## src/rtl/dcoef_collect_pkg.sv

```systemverilog
// Shared definitions for the dcoef family: FSM state encoding and default
// frame geometry (bits per coefficient, coefficients per frame).
package dcoef_collect_pkg;

  typedef enum logic {
    IDLE    = 1'b0,
    COLLECT = 1'b1
  } state_e;

  localparam int DCOEF_N = 4;
  localparam int DCOEF_K = 4;

endpackage

```

## src/rtl/dcoef_collect_if.sv

```systemverilog
// Handshake and result bundle between a beat source and dcoef_collect.
interface dcoef_collect_if
  import dcoef_collect_pkg::*;
#(
  parameter int N = DCOEF_N,
  parameter int K = DCOEF_K
);

  logic         start;
  logic         din_valid;
  logic [K-1:0] dcoeff_in;
  logic [N-1:0] cdata0;
  logic [N-1:0] cdata1;
  logic [N-1:0] cdata2;
  logic [N-1:0] cdata3;
  logic         busy;
  logic         done;

  modport master (
    output start, din_valid, dcoeff_in,
    input  cdata0, cdata1, cdata2, cdata3, busy, done
  );

  modport slave (
    input  start, din_valid, dcoeff_in,
    output cdata0, cdata1, cdata2, cdata3, busy, done
  );

endinterface

```

## src/rtl/dcoef_collect_sipo.sv

```systemverilog
// N-bit serial-in parallel-out register: LSB-first, new bits enter at the top.
// Clear has priority over shift.
module dcoef_sipo #(
  parameter int N = 4
) (
  input  logic         clk,
  input  logic         reset,
  input  logic         clr_i,
  input  logic         shift_i,
  input  logic         bit_i,
  output logic [N-1:0] q_o
);

  logic [N-1:0] q_q;
  logic [N-1:0] q_d;

  always_comb begin
    q_d = q_q;
    if (clr_i) begin
      q_d = '0;
    end else if (shift_i) begin
      q_d = (q_q >> 1) | (N'(bit_i) << (N - 1));
    end
  end

  always_ff @(posedge clk) begin
    if (!reset) begin
      q_q <= '0;
    end else begin
      q_q <= q_d;
    end
  end

  assign q_o = q_q;

endmodule

```

## src/rtl/dcoef_collect.sv

```systemverilog
// Collects N bit-slice beats of K coefficients and presents the reassembled
// coefficients on cdata0..3 with a one-cycle done pulse per completed frame.
module dcoef_collect
  import dcoef_collect_pkg::*;
#(
  parameter int N = DCOEF_N,
  parameter int K = DCOEF_K
) (
  input  logic            clk,
  input  logic            reset,
  dcoef_collect_if.slave  bus
);

  localparam int CW = (N > 1) ? $clog2(N) : 1;
  localparam logic [CW-1:0] LAST_BEAT = CW'(N - 1);

  state_e        state_q;
  logic [CW-1:0] cnt_q;
  logic          done_q;
  logic          busy_q;
  logic [N-1:0]  cdata_q [K];
  logic [N-1:0]  cdata_d [K];
  logic [N-1:0]  shift_w [K];

  logic inCollect;
  logic lastBeat;
  logic sipoClr;
  logic sipoShift;

  assign inCollect = (state_q == COLLECT);
  assign lastBeat  = inCollect && bus.din_valid && (cnt_q == LAST_BEAT);

  // A start always clears; the final beat clears so the next frame begins empty.
  assign sipoClr   = bus.start || lastBeat;
  assign sipoShift = inCollect && bus.din_valid && !bus.start;

  for (genvar j = 0; j < K; j++) begin : g_lane
    dcoef_sipo #(.N(N)) u_sipo (
      .clk     (clk),
      .reset   (reset),
      .clr_i   (sipoClr),
      .shift_i (sipoShift),
      .bit_i   (bus.dcoeff_in[j]),
      .q_o     (shift_w[j])
    );

    assign cdata_d[j] = (shift_w[j] >> 1) | (N'(bus.dcoeff_in[j]) << (N - 1));
  end

  always_ff @(posedge clk) begin
    if (!reset) begin
      state_q <= IDLE;
      cnt_q   <= '0;
      done_q  <= 1'b0;
      busy_q  <= 1'b0;
      for (int j = 0; j < K; j++) begin
        cdata_q[j] <= '0;
      end
    end else begin
      done_q <= 1'b0;
      case (state_q)
        IDLE: begin
          if (bus.start) begin
            state_q <= COLLECT;
            busy_q  <= 1'b1;
            cnt_q   <= '0;
          end
        end
        COLLECT: begin
          // Completion wins over restart; a coincident start re-enters COLLECT.
          if (lastBeat) begin
            for (int j = 0; j < K; j++) begin
              cdata_q[j] <= cdata_d[j];
            end
            done_q  <= 1'b1;
            cnt_q   <= '0;
            state_q <= bus.start ? COLLECT : IDLE;
            busy_q  <= bus.start;
          end else if (bus.start) begin
            cnt_q <= '0;
          end else if (bus.din_valid) begin
            cnt_q <= cnt_q + 1'b1;
          end
        end
        default: begin
          state_q <= IDLE;
          busy_q  <= 1'b0;
          cnt_q   <= '0;
        end
      endcase
    end
  end

  assign bus.cdata0 = cdata_q[0];
  assign bus.cdata1 = cdata_q[1];
  assign bus.cdata2 = cdata_q[2];
  assign bus.cdata3 = cdata_q[3];
  assign bus.busy   = busy_q;
  assign bus.done   = done_q;

endmodule

```

## src/flat_wrapper.sv

```systemverilog
// flat-port wrapper written by rule: the top's interface ports become plain ports
module dcoef_collect_flat import dcoef_collect_pkg::*;
#(
  parameter int N = DCOEF_N,
  parameter int K = DCOEF_K
)
  (clk, reset, bus_start, bus_din_valid, bus_dcoeff_in, bus_cdata0, bus_cdata1, bus_cdata2, bus_cdata3, bus_busy, bus_done);
  dcoef_collect_if #(.N(N), .K(K)) bus_i ();
  input  logic clk;
  input  logic reset;
  input wire logic [$bits(bus_i.start)-1:0] bus_start;
  input wire logic [$bits(bus_i.din_valid)-1:0] bus_din_valid;
  input wire logic [$bits(bus_i.dcoeff_in)-1:0] bus_dcoeff_in;
  output wire logic [$bits(bus_i.cdata0)-1:0] bus_cdata0;
  output wire logic [$bits(bus_i.cdata1)-1:0] bus_cdata1;
  output wire logic [$bits(bus_i.cdata2)-1:0] bus_cdata2;
  output wire logic [$bits(bus_i.cdata3)-1:0] bus_cdata3;
  output wire logic [$bits(bus_i.busy)-1:0] bus_busy;
  output wire logic [$bits(bus_i.done)-1:0] bus_done;
  assign bus_i.start = bus_start;
  assign bus_i.din_valid = bus_din_valid;
  assign bus_i.dcoeff_in = bus_dcoeff_in;
  assign bus_cdata0 = bus_i.cdata0;
  assign bus_cdata1 = bus_i.cdata1;
  assign bus_cdata2 = bus_i.cdata2;
  assign bus_cdata3 = bus_i.cdata3;
  assign bus_busy = bus_i.busy;
  assign bus_done = bus_i.done;
  dcoef_collect #(.N(N), .K(K)) u_core (.clk(clk), .reset(reset), .bus(bus_i));
endmodule
```

## config.mk

```make
export PLATFORM = sky130hd
export DESIGN_NAME = dcoef_collect_flat
export DESIGN_NICKNAME = d
export VERILOG_FILES = /design/src/rtl/dcoef_collect_pkg.sv /design/src/rtl/dcoef_collect_if.sv /design/src/rtl/dcoef_collect_sipo.sv /design/src/rtl/dcoef_collect.sv /design/src/flat_wrapper.sv
export SDC_FILE = /design/constraint.sdc
export NUM_CORES = 1
export LEC_CHECK = 0
export CORE_MARGIN = 2
export CORE_UTILIZATION = 52
export CTS_CLUSTER_DIAMETER = 100
export DETAILED_ROUTE_END_ITERATION = 8
export PLACE_DENSITY = 0.82
export SYNTH_ARGS = -nofsm -noshare
export SYNTH_HDL_FRONTEND = slang
export SYNTH_SLANG_ARGS = --single-unit
```

## constraint.sdc

```tcl
create_clock -name clk -period 6.3 [get_ports clk]
set_clock_uncertainty 0.15 [all_clocks]
set_input_delay 0.945 -clock clk [delete_from_list [all_inputs] [get_ports clk]]
set_output_delay 0.945 -clock clk [all_outputs]
set_load 0.01 [all_outputs]
```

==> results_dict.tcl, run 1 <==
set metrics [dict create \
    status "complete, no violations" \
    total_overflow_reported_by_the_global_router 0 \
    cts_setup_buffers 0 \
    chipHeight_um 52.1 \
    grt_start_max_net_pins 18 \
    worst_endpoint_required_time_ps 5200 \
    cellLeakagePower_nw 0.586 \
    first_global_vias 708 \
    sequential_cell_area_sq_um 821 \
    first_pass_iters 3 \
    grt_pass1_wl_mm 3.15 \
    synth_top_area_cell "sky130_fd_sc_hd__edfxtp_1" \
    cp.buffers_inverters 1 \
    cts.hold.buffers_added 0 \
    synth-seq-area-share_pct 68.2 \
    crit_path_start "u_core.cdata_q[2][0]" \
    hold_class "flip-flop to flip-flop" \
    r2r.worst_path.cells 4 \
    timing.max_slew.rel_slack_pct 63.2 \
    report.final.slew_viol_count 0 \
    post_dp_cell_area_sq_um 1470 \
    synth-seq-cells 33 \
    achievable-frequency_ghz 0.432 \
    start_kind "flip-flop" \
    route.detailed.wl_per_inst_um 12.8 \
    final_antenna_net_count 0 \
    final_setup_vio_count 0 \
    synth.yosys.warnings 0 \
    detailed_place_hpwl_mm 1.28 \
    timing.rr.start "u_core.cnt_q[0]" \
    finalHoldViolCount 0 \
    final_cell_area_sq_um 1540 \
    cp-endpoint "bus_cdata2[0]" \
    number_of_antenna_violations_at_the_first_check_in_global_routing 0 \
    cts.root.buffer_cell "sky130_fd_sc_hd__clkbuf_4" \
    dp_slack_ps 3700 \
    total_number_of_vias 763 \
    synth.cell_area_sq_um 1200 \
    initial_core_util_pct 54.9 \
    synth_nets 93 \
    area.growth.synth_to_final_pct 27.9 \
    cpMaxStageDelayCell "sky130_fd_sc_hd__clkdlybuf4s50_1" \
    yosys.cell_types.count 23 \
    yosys-top-cells-area "sky130_fd_sc_hd__edfxtp_1 (40%), sky130_fd_sc_hd__dfxtp_1 (28%), sky130_fd_sc_hd__a22o_1 (8.7%)" \
    tcrit_tclk_final_pct 36.7 \
    final.setup.worst_slack_ps 3990 \
    timing.critical_path.depth 1 \
    tightestPinTransition_ps 553 \
    die_area_sq_um 2720 \
    drc_errors 0 \
    numCtsBuffers 5 \
    cts_max_level 2 \
    resized_after_cts 0 \
    rsz0062_at_grt "false" \
    vdd_ir_drop_max_v 0.000139 \
    layout.cells.most_common_list "sky130_fd_sc_hd__clkdlybuf4s50_1 (25), sky130_fd_sc_hd__dfxtp_1 (17), sky130_fd_sc_hd__and2_1 (16), sky130_fd_sc_hd__edfxtp_1 (16), sky130_fd_sc_hd__a22o_1 (12)" \
    period_needed_ps 2310 \
    timing.setup.critical_path_class "flip-flop to output port" \
    fraction_of_layout_instances_using_a_drive_strength_above_1_pct 13.9 \
    tritoncts_num_sinks 33 \
    port_buffers 25 \
    cts_tree "built" \
    first_iter_violations 8 \
    floorplan.core_area_sq_um 2190 \
    timing.critical_path.cells "clkdlybuf4s50_1" \
    postSynthAreaPerCell_sq_um 14.3 \
    finalWeightedCongestion 0.742 \
    ctsLongestPathBuffers 2 \
    cts.reportedPaths.clkPinSlew_ps 90 \
    critical-path-max-stage-delay_ps 540 \
    gr-usage-all-layers_pct 17.0 \
    io_pins 26 \
    nets 123 \
    vias_per_cell 5.34 \
    worst_r2r_endpoint "u_core.cdata_q[1][3]" \
    post_synth_inst_count 84 \
    filler_cell_count 184 \
    arrival_time_at_the_worst_endpoint_ps 1220 \
    netlist.area_leader.share_pct 39.9 \
    routed_wl_mm 1.82 \
    worst_setup_path_end_kind "output port" \
    area_taken_by_multi_input_logic_gates_sq_um 344 \
    crit_family "buffers and inverters" \
    rows 17 \
    clk-insertion-delay-late_ps 330 \
    antennaDiodeCount 0 \
    max_cap_viols 0 \
    reg2reg_slack_ps 4620 \
    hold_path_startpoint "u_core.cnt_q[1]" \
    setup_tns_ps 0 \
    power_density_nw_per_um2 251 \
    width_of_the_chip_um 52.1 \
    utilization_after_layout_pct 70.2 \
    worstPathMaxFanout 1 \
    final_common_cell "sky130_fd_sc_hd__clkdlybuf4s50_1" \
]
-- sequential cells by signal, summed over array words and instances (netlist names) --
register / count
u_core.g_lane.u_sipo.q_o: 12
u_core.bus.busy: 1
u_core.cnt_q: 2
u_core.bus.done: 1
u_core.inCollect: 1
u_core.cdata_q: 16
-- per-layer routing --
metal	routed length (um)	up-vias	track usage (%)
met5	0	-	0
met4	65	0	11.8
met3	92	10	7.18
met2	920	27	27.4
met1	747	361	17.9
li1	-	365	-
-- kinds of logic after synthesis --
logic type               share of synthesized area [%]
AND/OR/NAND/NOR                                   13.7
adder cells (fa/ha/maj)                           1.04
multiplexers                                     0.832
flip-flops                                        68.2
AO/OA/AOI/OAI                                     13.0
buffers and inverters                             3.22
-- power by group --
group / internal, mW / switching (mW) / leakage (nW) / total, mW
Combinational: 0.0137 / 0.0120 / 0.242 / 0.0257
Sequential: 0.229 / 0.00223 / 0.303 / 0.231
Clock: 0.0646 / 0.0655 / 0.0413 / 0.130
-- area by class of cell --
type                    count  area share [%]
repair buffers             26            16.7
well taps                  28            2.28
inverters                   3           0.732
clock buffers               7            4.23
flip-flops and latches     33            53.3
clock inverters             1           0.325
multi-input cells          45            22.4
-- stage by stage --
| step | hold WS (ps) | instances | power (mW) |
|---|---|---|---|
| final | 334 | 143 | 0.387 |
| after global routing | 349 | 143 | 0.405 |
| after CTS | 338 | 143 | 0.394 |
| after detailed placement | 310 | 135 | 0.262 |
| after global placement | 302 | 135 | 0.261 |
| after floorplan | 286 | 84 | 0.247 |
-- cell usage after synthesis (all sizes together) --
master  number
nand4        1
mux2i        1
dfxtp       17
buf          3
a22o        12
a21oi        2
o311a        1
nand2b       1
edfxtp      16
a21boi       1
ha           1
inv          3
nor3         2
o21bai       1
nor2         2
o21a         1
nand2        2
o21ai        1
and2        16
-- worst min-delay path by stage --
stage	endpoint	slack (ps)	cells after the start
after floorplan	u_core.cnt_q[1]	290	2
after global placement	u_core.cnt_q[1]	300	2
after detailed placement	u_core.g_lane[2].u_sipo.q_o[1]	310	1
after CTS	u_core.g_lane[2].u_sipo.q_o[1]	340	1
after global routing	u_core.g_lane[3].u_sipo.q_o[1]	350	1
final	u_core.cnt_q[1]	330	2
(Power assumes the default switching activity.)
==> inputs of run 2 (changes only) <==
--- a/config.mk
+++ b/config.mk
@@ -6,10 +6,10 @@
 export NUM_CORES = 1
 export LEC_CHECK = 0
 export CORE_MARGIN = 2
-export CORE_UTILIZATION = 52
+export CORE_UTILIZATION = 44
 export CTS_CLUSTER_DIAMETER = 100
 export DETAILED_ROUTE_END_ITERATION = 8
-export PLACE_DENSITY = 0.82
+export PLACE_DENSITY = 0.74
 export SYNTH_ARGS = -nofsm -noshare
 export SYNTH_HDL_FRONTEND = slang
 export SYNTH_SLANG_ARGS = --single-unit
==> constraint.sdc (replaced) <==
create_clock -name clk -period 2.05 [get_ports clk]
set_clock_uncertainty 0.15 [all_clocks]
set_input_delay 0.3075 -clock clk [delete_from_list [all_inputs] [get_ports clk]]
set_output_delay 0.3075 -clock clk [all_outputs]
set_load 0.01 [all_outputs]
==> run 2 against run 1 <==
Against the previous run:
- register-to-register slack got worse by 4300 ps
- cell count rose by 2.8%
- sequential share of layout area down 0.22 points
- critical path type is now flip-flop to flip-flop
- critical endpoint is now u_core.cdata_q[3][2]
- highest routed layer unchanged
==> results_dict.tcl, run 2 (same netlist as run 1, synthesis figures left out) <==
set metrics [dict create \
    utilization_after_layout_pct 60.7 \
    total_number_of_vias 763 \
    globalRouteMet3Util_pct 6.91 \
    first_iter_violations 12 \
    cts_tree "built" \
    numCtsBuffers 5 \
    final_common_cell "sky130_fd_sc_hd__clkdlybuf4s50_1" \
    share_seq_of_total_power_pct 61.7 \
    cts_setup_buffers 0 \
    total_overflow_reported_by_the_global_router 0 \
    globalRouteMet2Util_pct 24.2 \
    switching_power_mw 0.236 \
    cts_max_level 2 \
    layout.cells.most_common_list "sky130_fd_sc_hd__clkdlybuf4s50_1 (25), sky130_fd_sc_hd__dfxtp_1 (17), sky130_fd_sc_hd__and2_1 (16), sky130_fd_sc_hd__edfxtp_1 (16), sky130_fd_sc_hd__a22o_1 (12)" \
    worst_endpoint_required_time_ps 1920 \
    report.final.slew_viol_count 0 \
    timing.critical_path.cells "ha_1 -> inv_2 -> o21ai_1 -> buf_4" \
    tcrit_tclk_final_pct 82.7 \
    power_density_nw_per_um2 746 \
    nets 125 \
    width_of_the_chip_um 56.3 \
    swShare_pct 20.5 \
    worst_setup_path_end_kind "flip-flop" \
    fraction_of_layout_instances_using_a_drive_strength_above_1_pct 13.7 \
    route.detailed.wl_per_inst_um 13.7 \
    max_cap_viols 0 \
    clk-insertion-delay-late_ps 320 \
    grt-busiest-layer "met2" \
    status "complete, no violations" \
    detailed_place_hpwl_mm 1.41 \
    final.setup.worst_slack_ps 354 \
    area.growth.synth_to_final_pct 28.4 \
    dp_slack_ps 100 \
    largest_register_ff_count 16 \
    final_setup_vio_count 0 \
    finalHoldViolCount 0 \
    die_area_sq_um 3170 \
    floorplan.core_area_sq_um 2540 \
    cellInternalPower_mw 0.916 \
    start_kind "flip-flop" \
    antennaDiodeCount 0 \
    cts.reportedPaths.clkPinSlew_ps 90 \
    reg2reg_slack_ps 350 \
    tritoncts_num_sinks 33 \
    achievable-frequency_ghz 0.590 \
    tightestPinTransition_ps 580 \
    timing.max_slew.rel_slack_pct 61.3 \
    registers.top_by_ff_count "u_core.cdata_q" \
    finalWeightedCongestion 0.741 \
    period_needed_ps 1700 \
    resized_after_cts 0 \
    grtUsageMet1_pct 14.8 \
    routed_wl_mm 2.02 \
    chipHeight_um 56.3 \
    vdd_ir_drop_max_v 0.000531 \
    grt_start_max_net_pins 18 \
    vias_per_cell 5.19 \
    ctsLongestPathBuffers 2 \
    cellLeakagePower_nw 0.588 \
    port_buffers 25 \
    io_pins 26 \
    arrival_time_at_the_worst_endpoint_ps 1570 \
    gr-usage-all-layers_pct 14.1 \
    number_of_antenna_violations_at_the_first_check_in_global_routing 0 \
    worst_hold_slack_ps 321 \
    cpMaxStageDelayCell "sky130_fd_sc_hd__dfxtp_1" \
    drc_errors 0 \
    worstPathMaxFanout 11 \
    hold_class "flip-flop to flip-flop" \
    share_comb_of_total_power_pct 7.0 \
    first_global_vias 745 \
    timing.setup.critical_path_class "flip-flop to flip-flop" \
    rsz0062_at_grt "false" \
    rows 18 \
    power_frac_clock_pct 31.3 \
    critical-path-max-stage-delay_ps 390 \
    final_antenna_net_count 0 \
    setup_tns_ps 0 \
    cts.root.buffer_cell "sky130_fd_sc_hd__clkbuf_4" \
    cts.hold.buffers_added 0 \
    grt_pass1_wl_mm 3.33 \
    initial_core_util_pct 47.3 \
    first_pass_iters 4 \
]
run 2: final cells by class:
type                    count  area (sq um)
well taps                  30          37.5
clock buffers               8          58.8
flip-flops and latches     33           821
fillers                   206          1000
multi-input cells          45           344
repair buffers             28           273
inverters                   3          11.3
run 2: worst paths after layout:
kind	cells past startpoint	startpoint	end
min	2	u_core.cnt_q[1]	u_core.cnt_q[1]
min reg2reg	2	u_core.cnt_q[1]	u_core.cnt_q[1]
max	4	u_core.cnt_q[0]	u_core.cdata_q[3][2]
max reg2reg	4	u_core.cnt_q[0]	u_core.cdata_q[3][2]
run 2: layer usage:
metal	routed length, um	vias up
met4	13	0
met2	1110	24
met5	0	-
met1	758	368
met3	129	2
li1	-	369
run 2: critical path: cells and delay by family (launching register included):
kind            cells  cell delay, ps
flops               1             390
buf+inv             2             340
fa+ha+maj           1             300
compound gates      1             220
run 2: metrics by stage:
stage | total power, mW | instance area (sq um) | instances
3_3_place_gp | 0.805 | 1490 | 139
4_1_cts | 1.17 | 1550 | 147
2_1_floorplan | 0.758 | 1200 | 84
5_1_grt | 1.21 | 1550 | 147
6_report | 1.15 | 1550 | 147
3_5_place_dp | 0.808 | 1490 | 139
run 2: power by group through the flow:
stage | clock [mW] | sequential, mW | combinational [mW]
floorplan | 0 | 0.733 | 0.0258
global placement | 0 | 0.725 | 0.0794
detailed placement | 0 | 0.727 | 0.0809
CTS | 0.373 | 0.712 | 0.0816
global route | 0.405 | 0.713 | 0.0864
finish | 0.360 | 0.711 | 0.0808
==> inputs of run 3 (changes only) <==
==> constraint.sdc (replaced) <==
create_clock -name clk -period 1.5 [get_ports clk]
set_clock_uncertainty 0.15 [all_clocks]
set_input_delay 0.225 -clock clk [delete_from_list [all_inputs] [get_ports clk]]
set_output_delay 0.225 -clock clk [all_outputs]
set_load 0.01 [all_outputs]
==> run 3 against run 2 <==
Against the previous run:
- combinational power rose by 45%
- highest routed layer unchanged
- sequential share of layout area shrank 2.1 points
- largest power group unchanged
- utilization increased by 2.6 points
- cell area rose by 4.3%
- die area unchanged
==> results_dict.tcl, run 3 (same netlist as run 1, synthesis figures left out) <==
set metrics [dict create \
    filler_cell_count 208 \
    nets 134 \
    grt_pass1_wl_mm 3.69 \
    hold_class "flip-flop to flip-flop" \
    drc_errors 0 \
    power_frac_clock_pct 28.9 \
    vias_per_cell 5.04 \
    r2r.worst_path.cells 5 \
    initial_core_util_pct 47.3 \
    worst_endpoint_required_time_ps 1570 \
    first_iter_violations 9 \
    share_comb_of_total_power_pct 7.6 \
    timing.critical_path.depth 5 \
    grt_start_max_net_pins 13 \
    final_common_cell "sky130_fd_sc_hd__dlygate4sd2_1" \
    worstPathMaxFanout 3 \
    status "complete, no violations" \
    timing.max_slew.rel_slack_pct 64.5 \
    finalHoldViolCount 0 \
    start_kind "flip-flop" \
    fraction_of_layout_instances_using_a_drive_strength_above_1_pct 21.4 \
    timing.critical_path.cells "ha_2 -> buf_4 -> a21boi_0 -> o21bai_1 -> o311a_1" \
    cts_max_level 2 \
    final.setup.worst_slack_ps 43.0 \
    post-place-cells 148 \
    clk-insertion-delay-late_ps 320 \
    arrival_time_at_the_worst_endpoint_ps 1520 \
    first_pass_iters 4 \
    antennaDiodeCount 0 \
    dp_slack_ps -263 \
    area_taken_by_multi_input_logic_gates_sq_um 358 \
    crit_family "compound AO/OA/AOI/OAI gates" \
    cp.buffers_inverters 1 \
    final_cells 156 \
    rows 18 \
    route.detailed.wl_per_inst_um 13.0 \
    area.growth.synth_to_final_pct 33.9 \
    chipHeight_um 56.3 \
    switching_power_mw 0.327 \
    routed_wl_mm 2.03 \
    numCtsBuffers 5 \
    ctsLongestPathBuffers 2 \
    tcrit_tclk_final_pct 97.1 \
    report.final.slew_viol_count 0 \
    cellLeakagePower_nw 0.679 \
    cts.reportedPaths.clkPinSlew_ps 90 \
    worst_setup_path_end_kind "flip-flop" \
    timing.setup.critical_path_class "flip-flop to flip-flop" \
    die_area_sq_um 3170 \
    period_needed_ps 1460 \
    achievable-frequency_ghz 0.686 \
    vdd_ir_drop_max_v 0.000701 \
    total_overflow_reported_by_the_global_router 0 \
    finalWeightedCongestion 0.721 \
    floorplan.core_area_sq_um 2540 \
    detailed_place_hpwl_mm 1.55 \
    io_pins 26 \
    hold_depth 1 \
    rsz0062_at_grt "false" \
    first_global_vias 858 \
    critical-path-max-stage-delay_ps 340 \
    tightestPinTransition_ps 532 \
    port_buffers 25 \
    registers.top_by_ff_count "u_core.cdata_q" \
    layout.cells.most_common_list "sky130_fd_sc_hd__dlygate4sd2_1 (18), sky130_fd_sc_hd__and2_1 (16), sky130_fd_sc_hd__dfxtp_1 (16), sky130_fd_sc_hd__edfxtp_1 (16), sky130_fd_sc_hd__a22o_1 (12)" \
    sequential_cell_area_sq_um 822 \
    width_of_the_chip_um 56.3 \
    reg2reg_slack_ps 40 \
    cellInternalPower_mw 1.20 \
    final_setup_vio_count 0 \
    cts.root.buffer_cell "sky130_fd_sc_hd__clkbuf_4" \
    max_cap_viols 0 \
    cpMaxStageDelayCell "sky130_fd_sc_hd__dfxtp_2" \
    swShare_pct 21.4 \
    tritoncts_num_sinks 33 \
    gr-usage-all-layers_pct 15.4 \
    final_antenna_net_count 0 \
    power_density_nw_per_um2 949 \
    share_seq_of_total_power_pct 63.5 \
    largest_register_ff_count 16 \
    total_number_of_vias 787 \
    cts_tree "built" \
    number_of_antenna_violations_at_the_first_check_in_global_routing 0 \
]
run 3: stage by stage:
stage	setup TNS, ps	instance area (sq um)	total power [mW]	hold slack [ps]	utilization (%)
6_report	0	1610	1.53	330	63.3
2_1_floorplan	0	1220	1.04	193	-
3_5_place_dp	-8980	1580	1.12	307	62.1
4_1_cts	0	1610	1.55	334	63.1
5_1_grt	0	1610	1.60	354	63.3
3_3_place_gp	-7400	1580	1.12	304	62.1
run 3: path summary, 6_finish.rpt:
path	startpoint	to
hold reg to reg	u_core.g_lane[2].u_sipo.q_o[1]	u_core.g_lane[2].u_sipo.q_o[1]
setup / recovery	u_core.cnt_q[0]	u_core.bus.busy
setup reg to reg	u_core.cnt_q[0]	u_core.bus.busy
hold / removal	u_core.g_lane[2].u_sipo.q_o[1]	u_core.g_lane[2].u_sipo.q_o[1]
run 3: layout make-up:
type	count	share of cell area [%]
Clock buffer	7	2.80
Timing Repair Buffer	37	20.7
Inverter	3	0.699
Multi-Input combinational cell	45	22.2
Sequential cell	33	51.0
Clock inverter	1	0.233
Tap cell	30	2.33
run 3: power by group through the flow:
| stage | registers, mW | clock network (mW) | logic [mW] |
|---|---|---|---|
| after floorplan | 1.00 | 0 | 0.0371 |
| after global placement | 0.991 | 0 | 0.126 |
| after detailed placement | 0.993 | 0 | 0.129 |
| after CTS | 0.971 | 0.459 | 0.118 |
| after global routing | 0.974 | 0.498 | 0.127 |
| final | 0.971 | 0.442 | 0.117 |
run 3: what timing repair did:
item | in CTS | in global routing
endpoints found under the setup margin | 18 | 7
hold buffers | 0 | 0
buffers inserted | 0 | 0
gates resized for setup | 18 | 2
run 3: routing by layer:
| metal | vias up | track usage [%] | share of wire, % |
|---|---|---|---|
| met1 | 367 | 16.5 | 42 |
| met3 | 6 | 7.37 | 6.6 |
| met2 | 23 | 26.1 | 50 |
| li1 | 391 | - | - |
| met5 | - | 0 | 0 |
| met4 | 0 | 6.12 | 1.9 |
